**config.mk**
```make
export PLATFORM = sky130hd
export DESIGN_NAME = pio_write_arbiter
export DESIGN_NICKNAME = d
export VERILOG_FILES = /design/src/rtl/pio_arb_pkg.sv /design/src/rtl/rr_arbiter.sv /design/src/rtl/pio_write_arbiter.sv
export SDC_FILE = /design/constraint.sdc
export NUM_CORES = 1
export LEC_CHECK = 0
export ABC_AREA = 1
export CAP_MARGIN = 20
export CORE_UTILIZATION = 35
export DETAILED_ROUTE_END_ITERATION = 10
export GPL_TIMING_DRIVEN = 0
export PLACE_DENSITY = 0.9
export SKIP_LAST_GASP = 1
export SYNTH_ARGS = -nofsm -noshare
export SYNTH_HDL_FRONTEND = slang
export SYNTH_SLANG_ARGS = --single-unit
```
**constraint.sdc**
```tcl
create_clock -name clk -period 1.7 [get_ports clk]
set_input_delay 0.255 -clock clk [delete_from_list [all_inputs] [get_ports clk]]
set_output_delay 0.255 -clock clk [all_outputs]
set_load 0.01 [all_outputs]
```
**src/rtl/pio_arb_pkg.sv**
```systemverilog
// Shared types and constants for the PIO write arbiter.
// Optional readback stage is enabled by defining PIO_WRITE_ARBITER_READBACK_EN.
package pio_arb_pkg;

    typedef enum logic [1:0] {
        ST_IDLE  = 2'd0,
        ST_WRITE = 2'd1,
        ST_READ  = 2'd2,
        ST_DONE  = 2'd3
    } state_e;

    localparam logic [1:0] PIO_ADDR   = 2'd0;
    localparam int         AVM_DATA_W = 32;

endpackage

```
**src/rtl/rr_arbiter.sv**
```systemverilog
// Round-robin one-hot grant: lowest requester at or above ptr wins,
// otherwise wrap around to the lowest requester overall.
module rr_arbiter #(
    parameter int NUM_REQ = 4,
    parameter int PTR_W   = 2
) (
    input  logic [NUM_REQ-1:0] req,
    input  logic [PTR_W-1:0]   ptr,
    output logic [NUM_REQ-1:0] grant
);

    logic [NUM_REQ-1:0] upper_mask;
    logic [NUM_REQ-1:0] masked_req;

    // Bits at or above the pointer are searched first.
    for (genvar gi = 0; gi < NUM_REQ; gi++) begin : g_mask
        assign upper_mask[gi] = (PTR_W'(gi) >= ptr);
    end

    assign masked_req = req & upper_mask;

    // Isolate the lowest set bit of whichever vector holds the winner.
    always_comb begin
        if (masked_req != '0) begin
            grant = masked_req & (~masked_req + NUM_REQ'(1));
        end else begin
            grant = req & (~req + NUM_REQ'(1));
        end
    end

endmodule

```
**src/rtl/pio_write_arbiter.sv**
```systemverilog
// Arbitrates single-value writes from several requesters onto one Avalon-MM PIO
// register, keeps a shadow copy of the last written value, and acknowledges the
// winner. Defining PIO_WRITE_ARBITER_READBACK_EN adds a readback-verify cycle
// that sets a sticky err flag on mismatch.
module pio_write_arbiter
    import pio_arb_pkg::*;
#(
    parameter int NUM_REQ   = 4,
    parameter int DATA_W    = 9,
    parameter int RESET_VAL = 4
) (
    input  logic                      clk,
    input  logic                      reset,
    input  logic [NUM_REQ-1:0]        req,
    input  logic [NUM_REQ*DATA_W-1:0] req_data,
    output logic [NUM_REQ-1:0]        ack,
    output logic [1:0]                avm_address,
    output logic                      avm_chipselect,
    output logic                      avm_write_n,
    output logic [AVM_DATA_W-1:0]     avm_writedata,
    input  logic [AVM_DATA_W-1:0]     avm_readdata,
    output logic                      busy,
    output logic [DATA_W-1:0]         shadow,
    output logic                      err
);

    localparam int PTR_W = (NUM_REQ > 1) ? $clog2(NUM_REQ) : 1;
    localparam logic [DATA_W-1:0] SHADOW_RST = RESET_VAL[DATA_W-1:0];

    state_e              state_q, state_d;
    logic [PTR_W-1:0]    ptr_q, ptr_d;
    logic [NUM_REQ-1:0]  grant_q, grant_d;
    logic [DATA_W-1:0]   data_q, data_d;
    logic [DATA_W-1:0]   shadow_q, shadow_d;
    logic                err_q, err_d;

    logic [NUM_REQ-1:0]  grant;
    logic [DATA_W-1:0]   data_terms [NUM_REQ];
    logic [PTR_W-1:0]    idx_terms  [NUM_REQ];
    logic [DATA_W-1:0]   data_sel;
    logic [PTR_W-1:0]    grant_idx;
    logic [PTR_W-1:0]    ptr_nxt;
    logic                unused_readdata;

    // Upper readdata bits are never compared; without readback none are.
    assign unused_readdata = ^avm_readdata;

    rr_arbiter #(
        .NUM_REQ (NUM_REQ),
        .PTR_W   (PTR_W)
    ) u_rr_arbiter (
        .req   (req),
        .ptr   (ptr_q),
        .grant (grant)
    );

    // Mask each requester's slice and index by its grant bit so a simple OR
    // reduction yields the winner's data and index.
    for (genvar gi = 0; gi < NUM_REQ; gi++) begin : g_sel
        assign data_terms[gi] = grant[gi] ? req_data[gi*DATA_W +: DATA_W] : '0;
        assign idx_terms[gi]  = grant[gi] ? PTR_W'(gi) : '0;
    end

    // OR-reduce the masked terms and advance the pointer past the winner.
    always_comb begin
        data_sel  = '0;
        grant_idx = '0;
        for (int i = 0; i < NUM_REQ; i++) begin
            data_sel  = data_sel | data_terms[i];
            grant_idx = grant_idx | idx_terms[i];
        end
        ptr_nxt = (grant_idx == PTR_W'(NUM_REQ - 1)) ? '0 : grant_idx + PTR_W'(1);
    end

    // Next-state logic: grant in IDLE, one bus cycle per phase, ack in DONE.
    always_comb begin
        state_d  = state_q;
        ptr_d    = ptr_q;
        grant_d  = grant_q;
        data_d   = data_q;
        shadow_d = shadow_q;
        err_d    = err_q;
        case (state_q)
            ST_IDLE: begin
                if (req != '0) begin
                    grant_d = grant;
                    data_d  = data_sel;
                    ptr_d   = ptr_nxt;
                    state_d = ST_WRITE;
                end
            end
            ST_WRITE: begin
                shadow_d = data_q;
`ifdef PIO_WRITE_ARBITER_READBACK_EN
                state_d  = ST_READ;
`else
                state_d  = ST_DONE;
`endif
            end
            ST_READ: begin
`ifdef PIO_WRITE_ARBITER_READBACK_EN
                if (avm_readdata[DATA_W-1:0] != data_q) begin
                    err_d = 1'b1;
                end
`endif
                state_d = ST_DONE;
            end
            ST_DONE: begin
                state_d = ST_IDLE;
            end
            default: begin
                state_d = ST_IDLE;
            end
        endcase
    end

    // State register; reset forces IDLE from any state, even mid-write.
    always_ff @(posedge clk) begin
        if (reset) begin
            state_q  <= ST_IDLE;
            ptr_q    <= '0;
            grant_q  <= '0;
            data_q   <= '0;
            shadow_q <= SHADOW_RST;
            err_q    <= 1'b0;
        end else begin
            state_q  <= state_d;
            ptr_q    <= ptr_d;
            grant_q  <= grant_d;
            data_q   <= data_d;
            shadow_q <= shadow_d;
            err_q    <= err_d;
        end
    end

    // Bus and handshake outputs decode only registered state, never req.
    always_comb begin
        avm_address    = PIO_ADDR;
        avm_chipselect = (state_q == ST_WRITE) || (state_q == ST_READ);
        avm_write_n    = (state_q != ST_WRITE);
        avm_writedata  = '0;
        if (state_q == ST_WRITE) begin
            avm_writedata[DATA_W-1:0] = data_q;
        end
        ack    = (state_q == ST_DONE) ? grant_q : '0;
        busy   = (state_q != ST_IDLE);
        shadow = shadow_q;
        err    = err_q;
    end

endmodule

```
==> results.sh, run 1 <==
export IMPL_numPlacedInstances=427
export IMPL_drive_above_1_share=0.1708
export IMPL_synthTopCellsByCount="64 x nand2_1, 32 x inv_1, 32 x nand3_1, 27 x buf_4, 26 x dfxtp_1"
export IMPL_rrSetupSlack_ps=210
export IMPL_dieWidth_um=72.90
export IMPL_critPathArrivalTime_ps=1610
export IMPL_clk_insertion_delay_late_ps=270
export IMPL_num_rows=25
export IMPL_drt_initial_drc_count=61
export IMPL_synth_edf_count=0
export IMPL_numCtsBuffers=3
export IMPL_drc=0
export IMPL_drv_slew=0
export IMPL_io_pins=125
export IMPL_max_freq_mhz=535.5
export IMPL_routed_wl_um=4368
export IMPL_synth_seq_cells=26
export IMPL_die_area_mm2=0.005314
export IMPL_stdcell_area_mm2=0.002674
export IMPL_finalSetupViolCount=13
export IMPL_io_buffers=66
export IMPL_setup_ws_ps=-167.4
export IMPL_powerDensity_mw_per_mm2=671.0
export IMPL_syn_inst=269
export IMPL_design_core_area_mm2=0.004786
export IMPL_antenna_found_initial=0
export IMPL_postSynthAreaPerCell_um2=6.540
export IMPL_min_period_ps=1867
export IMPL_final_core_util=0.5587
export IMPL_drtPass1Iterations=4
export IMPL_synth_seq_area_share=0.2959
export IMPL_yosys_cell_types_count=25
export IMPL_synth_area_leaders="dfxtp_1 30%, nand2_1 14%, buf_4 12%"
export IMPL_place_hpwl_um=3650
export IMPL_diodes=0
export IMPL_drt_wirelength_per_cell_um=10.16
export IMPL_rsz0062_at_grt="yes"
export IMPL_track_usage=0.1679
export IMPL_r2r_end="data_q[8]$_SDFFE_PP0P_"
export IMPL_whs_ps=464.4
export IMPL_clock_skew_ps=1.608
export IMPL_timing_setup_tns_ps=-1574
export IMPL_clock_sinks=26
export IMPL_vias=1909
export IMPL_start_util=0.3676
export IMPL_synthArstFlopShare=0
export IMPL_path_clk_slew_ps=90
export IMPL_crit_required_ps=1440
export IMPL_yosysTopAreaCell="dfxtp_1"
export IMPL_final_cells=430
export IMPL_hold_violations=0
export IMPL_ys_flop_type="dfxtp_1"
export IMPL_grt_pass1_vias=1704
export IMPL_path_cells="inv_1 > ha_4 > nand2_1 > inv_1 > clkdlybuf4s50_1"
export IMPL_overflow=0
export IMPL_ant_nets=0
export IMPL_violations="negative setup slack"
export IMPL_placement_cell_area_mm2=0.002597
export IMPL_power_mw=1.794
export IMPL_synth_top_area_share=0.2959
export IMPL_cts_buffer_depth=2
export IMPL_die_h_um=72.90
export IMPL_place_congestion=0.8495
export IMPL_vdd_drop_max_mv=0.3207
export IMPL_cts_tree="yes"
export IMPL_htreeDepth=1
export IMPL_reg2regPathDepth=9
export IMPL_synth_area_mm2=0.001759
export IMPL_min_path_cells=2
export IMPL_holdPathEnd="shadow[0]$_SDFFE_PP0N_"
export IMPL_nets=442
export IMPL_grt_pass1_wl_um=7086
export IMPL_power_leakage_nw=1.340
export IMPL_min_path_type="reg2reg"
export IMPL_root_buffer="clkbuf_8"
export IMPL_slowest_stage="clkdlybuf4s50_1"
export IMPL_yosysWarnings=0
export IMPL_crit_type="reg2out"
export IMPL_cap_viol_max_count=0
export IMPL_grt_max_degree=14
export IMPL_post_place_ws_ps=-368.7
export IMPL_area_growth_pct=51.99
export IMPL_end_kind="primary output"
export IMPL_cp_slowest_stage_delay_ps=530
export IMPL_period_share=1.098
export IMPL_critPathMaxFanout=10
export IMPL_viasPerCell=4.440
export IMPL_crit_path_frequent_cell="inv_1"
export IMPL_startpoint_type="register"
export IMPL_hp_start="shadow[0]$_SDFFE_PP0N_"
export IMPL_cts_hold_fix_buffers=0
export IMPL_post_synth_top_count_cell="nand2_1"
export IMPL_status="finished with violations"
export IMPL_reg2reg_from="ptr_q[1]$_SDFFE_PP0P_"
## how the worst max path moves through the flow
stage | start | to | depth (start not counted)
2_1_floorplan | state_q[1]$_SDFFE_PP0P_ | shadow[0]$_SDFFE_PP0N_ | 6
3_3_place_gp | state_q[1]$_SDFFE_PP0P_ | avm_write_n | 5
3_5_place_dp | state_q[1]$_SDFFE_PP0P_ | avm_write_n | 5
4_1_cts | state_q[1]$_SDFFE_PP0P_ | avm_writedata[4] | 5
5_1_grt | state_q[1]$_SDFFE_PP0P_ | avm_writedata[7] | 5
6_report | state_q[1]$_SDFFE_PP0P_ | avm_writedata[4] | 5
## power by group
| part | total (mW) | switching (mW) | leakage [nW] | internal [mW] |
|---|---|---|---|---|
| logic | 0.717 | 0.363 | 1.10 | 0.354 |
| clock network | 0.350 | 0.192 | 0.0216 | 0.159 |
| registers | 0.727 | 0.0457 | 0.215 | 0.681 |
## flip-flops by register name (all words and copies together), names as in the netlist
register and count:
grant_q 4, shadow 9, ptr_q 2, data_q 9, state_q 2
## logic make-up after synthesis
| group | synth area share |
|---|---|
| other cells | 0.002132 |
| fa+ha+maj | 0.02134 |
| simple gates | 0.3449 |
| compound gates | 0.1095 |
| buf+inv | 0.2262 |
| flops | 0.2959 |
## placed cells by master, fill, tap and decap left out, drive strengths merged
cell / n
a21oi: 17
buf: 33
clkbuf: 6
clkdlybuf4s50: 62
clkinv: 1
conb: 26
dfxtp: 26
dlygate4sd2: 2
dlymetal6s2s: 2
ha: 3
inv: 35
nand2: 69
nand3: 34
nand4: 9
nor2: 23
o211ai: 1
o21ai: 14
## what timing repair did
action,in CTS,in global routing
buffers inserted,0,1
pin swaps,0,1
gates cloned,0,0
endpoints found under the setup margin,16,24
gates resized for setup,9,8
## layer usage
metal | share of wire | up-vias | track usage
li1 | - | 990 | -
met4 | 0.031 | 0 | 0.08932
met2 | 0.49 | 104 | 0.3094
met1 | 0.41 | 800 | 0.1925
met5 | 0 | - | 0
met3 | 0.066 | 15 | 0.01243
## critical path, delay by kind of cell (launching register included)
family                     cells  cell delay (ps)
DFF                            1              340
and+or+nand+nor                1               90
adders and majority gates      1              210
buffers and inverters          3              700
## area by class of cell
cell class,instances,area [um^2]
sequential,26,525.5
multi-input combinational,196,954.7
tap,67,83.83
clock buffer,3,41.29
timing repair buffer,67,670.6
buffer,35,261.5
inverter,36,136.4
fill,454,2112
Power figures use the tool's default switching activity.
==> inputs of run 2 (changes only) <==
--- a/config.mk
+++ b/config.mk
@@ -7,6 +7,7 @@
 export LEC_CHECK = 0
 export ABC_AREA = 1
 export CAP_MARGIN = 20
+export CORE_MARGIN = 2
 export CORE_UTILIZATION = 35
 export DETAILED_ROUTE_END_ITERATION = 10
 export GPL_TIMING_DRIVEN = 0
==> results.sh, run 2 (synthesis results as in run 1) <==
export IMPL_numCtsBuffers=3
export IMPL_min_path_type="reg2reg"
export IMPL_root_buffer="clkbuf_8"
export IMPL_cp_startpoint="state_q[1]$_SDFFE_PP0P_"
export IMPL_area_growth_pct=53.84
export IMPL_viasPerCell=4.396
export IMPL_min_period_ps=1848
export IMPL_crit_required_ps=1440
export IMPL_die_area_mm2=0.005609
export IMPL_diodes=0
export IMPL_place_hpwl_um=3816
export IMPL_place_congestion=0.8893
export IMPL_design_core_area_mm2=0.004786
export IMPL_dieWidth_um=74.90
export IMPL_final_core_util=0.5655
export IMPL_routed_wl_um=4576
export IMPL_drive_above_1_share=0.1726
export IMPL_status="finished with violations"
export IMPL_path_clk_slew_ps=90
export IMPL_clk_insertion_delay_late_ps=270
export IMPL_r2r_end="data_q[5]$_SDFFE_PP0P_"
export IMPL_violations="negative setup slack"
export IMPL_nets=443
export IMPL_cp_slowest_stage_delay_ps=530
export IMPL_reg2reg_from="ptr_q[1]$_SDFFE_PP0P_"
export IMPL_grt_pass1_vias=1732
export IMPL_die_h_um=74.90
export IMPL_critPathArrivalTime_ps=1590
export IMPL_cts_tree="yes"
export IMPL_drt_wirelength_per_cell_um=10.59
export IMPL_power_leakage_nw=1.352
export IMPL_timing_setup_tns_ps=-1506
export IMPL_finalSetupViolCount=13
export IMPL_rrSetupSlack_ps=200
export IMPL_drc=0
export IMPL_setup_ws_ps=-147.8
export IMPL_vdd_drop_max_mv=0.3427
export IMPL_io_pins=125
export IMPL_num_rows=25
export IMPL_start_util=0.3676
export IMPL_cap_viol_max_count=0
export IMPL_cts_buffer_depth=2
export IMPL_grt_max_degree=16
export IMPL_startpoint_type="register"
export IMPL_hold_violations=0
export IMPL_crit_type="reg2out"
export IMPL_overflow=0
export IMPL_antenna_found_initial=0
export IMPL_critPathMaxFanout=10
export IMPL_max_freq_mhz=541.2
export IMPL_powerDensity_mw_per_mm2=724.4
export IMPL_vias=1899
export IMPL_period_share=1.087
export IMPL_reg2regPathDepth=9
export IMPL_io_buffers=66
export IMPL_whs_ps=465.4
export IMPL_drt_initial_drc_count=60
export IMPL_ant_nets=0
export IMPL_clock_sinks=26
export IMPL_rsz0062_at_grt="yes"
export IMPL_final_cell_mix="63 x nand2_1, 63 x clkdlybuf4s50_1, 32 x nand3_1, 31 x inv_1, 29 x buf_4"
export IMPL_slowest_stage="clkdlybuf4s50_1"
export IMPL_crit_path_frequent_cell="inv_1"
export IMPL_clock_skew_ps=2.428
export IMPL_grt_pass1_wl_um=7238
export IMPL_drtPass1Iterations=5
export IMPL_endpoint="avm_writedata[5]"
export IMPL_end_kind="primary output"
export IMPL_htreeDepth=1
export IMPL_cts_hold_fix_buffers=0
export IMPL_drv_slew=0
export IMPL_track_usage=0.1641
export IMPL_path_cells="inv_1 > ha_4 > nand2_1 > inv_1 > clkdlybuf4s50_1"
## run 2: how the worst min path moves through the flow
stage	from	to	slack (ps)	cells past startpoint
CTS	shadow[7]$_SDFFE_PP0N_	shadow[7]$_SDFFE_PP0N_	470	2
floorplan	reset	grant_q[1]$_SDFFE_PP0P_	320	1
detailed placement	shadow[2]$_SDFFE_PP1N_	shadow[2]$_SDFFE_PP1N_	450	2
global placement	shadow[2]$_SDFFE_PP1N_	shadow[2]$_SDFFE_PP1N_	440	2
finish	shadow[7]$_SDFFE_PP0N_	shadow[7]$_SDFFE_PP0N_	470	2
global route	shadow[7]$_SDFFE_PP0N_	shadow[7]$_SDFFE_PP0N_	480	2
## run 2: through the flow
step / power [mW] / worst slack [ps] / cell area (um^2) / instances
global route: 2.086 / -233.6 / 2706 / 432
floorplan: 1.167 / 346.6 / 1853 / 294
CTS: 1.956 / -178.8 / 2684 / 430
finish: 1.961 / -147.8 / 2706 / 432
global placement: 1.422 / -304.0 / 2597 / 427
detailed placement: 1.445 / -352.4 / 2597 / 427
## run 2: repair_timing
action,in CTS,in global routing
cloned,0,0
setup endpoints to repair,16,23
pin swaps,0,1
gates resized for setup,9,8
buffers inserted,0,2
## run 2: critical path: cells and delay by family, from the launching register on
kind                     cells  cell delay [ps]
AND/OR/NAND/NOR              1               90
adder cells (fa/ha/maj)      1              200
flip-flops                   1              340
buffers and inverters        3              690
## run 2: layout make-up
| cell class | instances | area, um^2 |
|---|---|---|
| Buffer | 35 | 261.5 |
| Clock buffer | 3 | 41.29 |
| Clock inverter | 1 | 30.03 |
| Fill cell | 463 | 2079 |
| Inverter | 36 | 136.4 |
| Multi-Input combinational cell | 196 | 952.2 |
| Sequential cell | 26 | 525.5 |
| Tap cell | 67 | 83.83 |
| Timing Repair Buffer | 68 | 675.6 |
## run 2: routing by layer
| layer | track usage | routed length, um | up-vias |
|---|---|---|---|
| li1 | - | - | 991 |
| met4 | 0.04960 | 65 | 0 |
| met5 | 0 | 0 | - |
| met2 | 0.3119 | 2355 | 89 |
| met3 | 0.01606 | 292 | 7 |
| met1 | 0.1922 | 1864 | 812 |
## run 2: power by group
part / total, mW / switching (mW) / internal, mW / leakage, nW
sequential: 0.728 / 0.0471 / 0.681 / 0.215
combinational: 0.727 / 0.369 / 0.358 / 1.10
clock: 0.506 / 0.191 / 0.315 / 0.0357
total: 1.96 / 0.607 / 1.35 / 1.35
